[config.mk]
export PLATFORM = sky130hd
export DESIGN_NAME = qam_symbol_packer
export DESIGN_NICKNAME = d
export VERILOG_FILES = /design/src/rtl/qam_symbol_packer.sv
export SDC_FILE = /design/constraint.sdc
export NUM_CORES = 1
export LEC_CHECK = 0
export CORE_MARGIN = 2
export CORE_UTILIZATION = 35
export CTS_CLUSTER_DIAMETER = 60
export DETAILED_ROUTE_END_ITERATION = 8
export MAX_ROUTING_LAYER = met4
export PLACE_DENSITY = 0.49
export SYNTH_ARGS = -nofsm -noshare
export SYNTH_HDL_FRONTEND = slang
export SYNTH_SLANG_ARGS = --single-unit
[constraint.sdc]
create_clock -name iclk -period 4.6 [get_ports iclk]
set_input_delay 0.69 -clock iclk [delete_from_list [all_inputs] [get_ports iclk]]
set_output_delay 0.69 -clock iclk [all_outputs]
set_load 0.05 [all_outputs]
[src/rtl/qam_symbol_packer.sv]
`default_nettype none
// ============================================================================
// qam_symbol_packer : slices a framed word stream MSB-first into iqam-bit
// symbols and splits each into 5-bit re/im mapper indices.
// Optional macro QAM_SYMBOL_PACKER_SYMCNT_EN adds the osym_cnt output.
// Rev 1.0
// ============================================================================
module qam_symbol_packer #(
  parameter int pIN_W = 8
) (
  input  logic             iclk,
  input  logic             ireset,
  input  logic             iclkena,
  input  logic             ival,
  input  logic             isop,
  input  logic             ieop,
  input  logic [3:0]       iqam,
  input  logic [pIN_W-1:0] idat,
  output logic             ordy,
  input  logic             irdy,
  output logic             oval,
  output logic             osop,
  output logic             oeop,
  output logic [3:0]       oqam,
`ifdef QAM_SYMBOL_PACKER_SYMCNT_EN
  output logic [15:0]      osym_cnt,
`endif
  output logic [4:0]       odat_re,
  output logic [4:0]       odat_im
);

  localparam int BW = pIN_W + 9;
  localparam int CW = $clog2(BW + 1);

  typedef enum logic [1:0] {
    IDLE  = 2'd0,
    RUN   = 2'd1,
    FLUSH = 2'd2
  } state_t;

  state_t          state, state_nxt;
  logic [BW-1:0]   bitbuf, bitbuf_nxt;
  logic [CW-1:0]   cnt, cnt_nxt, rem;
  logic [3:0]      qb, qb_nxt, qsan;
  logic            sop_arm, sop_arm_nxt;
  logic            accept, start, avail, pop, last;
  logic [9:0]      sym;
  logic [3:0]      half;
  logic [4:0]      re5, im5;

  // Valid bits live left-aligned in bitbuf; everything below cnt is kept zero,
  // which makes the padded flush symbol fall out of the normal extraction.
  assign ordy   = iclkena & ireset & (state != FLUSH) & (cnt <= CW'(9));
  assign accept = ival & ordy;
  assign start  = accept & isop;
  assign avail  = ((state == RUN) && (cnt >= CW'(qb))) || ((state == FLUSH) && (cnt != '0));
  assign pop    = iclkena & (~oval | irdy) & avail & ~start;
  assign rem    = (cnt > CW'(qb)) ? cnt - CW'(qb) : '0;
  assign last   = pop && (state == FLUSH) && (rem == '0);
  assign qsan   = ((iqam == 4'd0) || (iqam > 4'd10)) ? 4'd2 : iqam;

  assign sym  = bitbuf[BW-1 -: 10] >> (4'd10 - qb);
  assign half = qb >> 1;
  assign re5  = 5'(sym >> half);
  assign im5  = (qb == 4'd1) ? 5'(sym) : 5'(sym & ((10'd1 << half) - 10'd1));

  always_comb begin
    state_nxt   = state;
    bitbuf_nxt  = bitbuf;
    cnt_nxt     = cnt;
    qb_nxt      = qb;
    sop_arm_nxt = sop_arm;
    if (pop) begin
      bitbuf_nxt  = bitbuf << qb;
      cnt_nxt     = rem;
      sop_arm_nxt = 1'b0;
      if (last) state_nxt = IDLE;
    end
    if (start) begin
      // A start word in RUN abandons whatever is left of the old frame.
      bitbuf_nxt  = {idat, 9'b0};
      cnt_nxt     = CW'(pIN_W);
      qb_nxt      = qsan;
      sop_arm_nxt = 1'b1;
      state_nxt   = ieop ? FLUSH : RUN;
    end else if (accept && (state == RUN)) begin
      bitbuf_nxt = bitbuf_nxt | ({idat, 9'b0} >> cnt_nxt);
      cnt_nxt    = cnt_nxt + CW'(pIN_W);
      if (ieop) state_nxt = FLUSH;
    end
  end

  always_ff @(posedge iclk) begin
    if (!ireset) state <= IDLE;
    else if (iclkena) state <= state_nxt;
  end

  always_ff @(posedge iclk) begin
    if (!ireset) begin
      bitbuf  <= '0;
      cnt     <= '0;
      qb      <= 4'd2;
      sop_arm <= 1'b0;
      oval    <= 1'b0;
      osop    <= 1'b0;
      oeop    <= 1'b0;
      oqam    <= 4'd2;
      odat_re <= '0;
      odat_im <= '0;
    end else if (iclkena) begin
      bitbuf  <= bitbuf_nxt;
      cnt     <= cnt_nxt;
      qb      <= qb_nxt;
      sop_arm <= sop_arm_nxt;
      if (pop) begin
        oval    <= 1'b1;
        osop    <= sop_arm;
        oeop    <= last;
        oqam    <= qb;
        odat_re <= re5;
        odat_im <= im5;
      end else if (irdy) begin
        oval <= 1'b0;
      end
    end
  end

`ifdef QAM_SYMBOL_PACKER_SYMCNT_EN
  always_ff @(posedge iclk) begin
    if (!ireset) begin
      osym_cnt <= '0;
    end else if (iclkena && pop) begin
      if (sop_arm)                  osym_cnt <= '0;
      else if (osym_cnt != 16'hFFFF) osym_cnt <= osym_cnt + 16'd1;
    end
  end
`endif

endmodule
`default_nettype wire

==> flow_summary.toml <==
[run_status]
status = "completed"

[finish]
area_growth_pct = 14.1
fillers = 1160
drive_gt1_frac = 0.102
diodes = 0
multi_input_area_mm2 = 0.00303
seqCellArea_um2 = 921
final_cell_mix = "nand2_1 (56), dfxtp_1 (46), nor2_1 (44), o21ai_0 (40)"
num-nets-final = 573
layout_commonest_cell = "nand2_1"

[worst_setup_path]
r2r_setup_slack_ps = 1140
crit_type = "register to register"
worstReg2RegStart = "qb[2]"
critPathLaunchType = "register"
crit_start = "qb[2]"
path_max_fanout = 13
cp.required_ps = 4850
critPathCaptureType = "register"
cp.arrival_ps = 3710

[placed_design]
gp_congestion = 0.877
portBuffers = 36
dpl.hpwl_mm = 10.2

[clock_network]
cts_sinks = 46
path_clk_slew_ps = 80
clock_path_buffers = 2
htreeDepth = 2
cts_setup_buffers = 0
root_buffer = "clkbuf_16"
cts_tree = "built"
numCtsBuffers = 5
cts_hold_buf = 0
post_cts_resized = 0
worstSkewPairLatency_ps = 300

[die]
start_util = 0.362
core_area_mm2 = 0.0116
ioPinCount = 37
die-area_mm2 = 0.0129
die_h_um = 113
die_w_um = 113
placementRows = 39

[timing]
fin_setup_tns_ps = 0
setup_viol = 0
finClkSkew_ps = 11.0
tightest_slew_ps = 673
fmax_mhz = 289
maxSlewHeadroom = 0.548
rsz0062_at_grt = "false"
hold_viol = 0
hold_ws_ps = 468
post-route-period-util = 0.752
finalCriticalPeriod_ps = 3460
slew_violations = 0

[route]
vias_per_cell = 6.02
drt_iter0_markers = 388
vias = 4153
firstDrtPassIters = 4
drt-total-wl_mm = 13.8
wl_per_cell_um = 20.0
antenna_left = 0
drcViolationCount = 0

[synth]
synth_nets = 559
synth_warnings = 0
syn_area_mm2 = 0.00419
synth_cell_types = 70
ys_seq_area_frac = 0.220
async_flop_share = 0
syn_avg_cell_area_um2 = 7.87
synth_seq_cells = 46
dominantRegCellSynth = "dfxtp_1"
syn_inst = 532
synth-edff-count = 0

[power]
p_leak_uw = 0.00179
power_density_mw_per_mm2 = 195
ir_worst_vdd_mv = 0.138

[flow_run]
drv_cap = 0

[worst_hold_path]
hold_start = "oqam[0]"
hp-class = "register to register"

[global_route]
grt_pass1_wl_mm = 22.1
groute.usage.overall = 0.222
grt_max_degree = 41
antenna_found_initial = 0
grt_pass1_vias = 3972
grt-ovfl-total = 0
## cell type report
type,count,area share
inverter,15,0.0118
clock inverter,3,0.00498
tap,143,0.0374
multi-input combinational,431,0.634
timing repair buffer,47,0.0927
clock buffer,5,0.0262
sequential,46,0.193
## logic make-up after synthesis
logic type | synth area share
AND/OR/NAND/NOR | 0.216
AO/OA/AOI/OAI | 0.288
multiplexers | 0.185
XOR/XNOR | 0.00836
flip-flops | 0.220
adder cells (fa/ha/maj) | 0.0257
buffers and inverters | 0.0567
## metal layers
layer	routed length, µm	vias up	track usage
met5	0	-	-
met4	82	0	0.0423
met3	703	9	0.0473
met2	6410	103	0.343
met1	6580	2011	0.304
li1	-	2030	-
## worst max-delay path, cell delays in order, from the launching register on
cell	delay, ps
dfxtp_1	310
inv_1	440
ha_1	330
nor2_1	100
a21oi_2	180
o221ai_2	230
a21oi_2	420
mux2i_4	470
mux4_2	600
o221ai_2	170
a22o_1	140
## path summary, 6_finish.rpt
kind                                   to  depth (start not counted)
worst max-delay path            bitbuf[8]                         10
worst min-delay path              oqam[0]                          2
worst max register to register  bitbuf[8]                         10
worst min register to register    oqam[0]                          2
## power breakdown
part	switching, µW	internal (µW)
Clock	182	204
Sequential	9.42	403
Combinational	77.2	55.4
## through the flow
| step | cell area, µm² | total power (µW) | worst slack (ps) | utilization | instances |
|---|---|---|---|---|---|
| finish | 4780 | 931 | 1140 | 0.413 | 690 |
| detailed placement | 4630 | 552 | 1020 | 0.400 | 682 |
| global placement | 4630 | 553 | 1040 | 0.400 | 682 |
| floorplan | 4190 | 504 | 1180 | - | 532 |
| CTS | 4780 | 935 | 1120 | 0.413 | 690 |
| global route | 4780 | 967 | 876 | 0.413 | 690 |
## registers in the layout (all words and copies together), names as in the netlist, 2 cells and up
signal / cells
oqam: 4
cnt: 5
state: 2
odat_re: 5
qb: 4
bitbuf: 17
odat_im: 5
## Yosys cell counts, types with 15 or more instances
cell,number,area [µm²]
nand3_1,27,135
mux2i_1,36,360
a21oi_1,35,175
dfxtp_1,46,921
clkbuf_1,29,109
nand2_1,56,210
o21ai_0,40,200
nor2_1,44,165
nor3_1,15,75.1
inv_1,15,56.3
No activity file was read; power rests on OpenSTA's default activity.
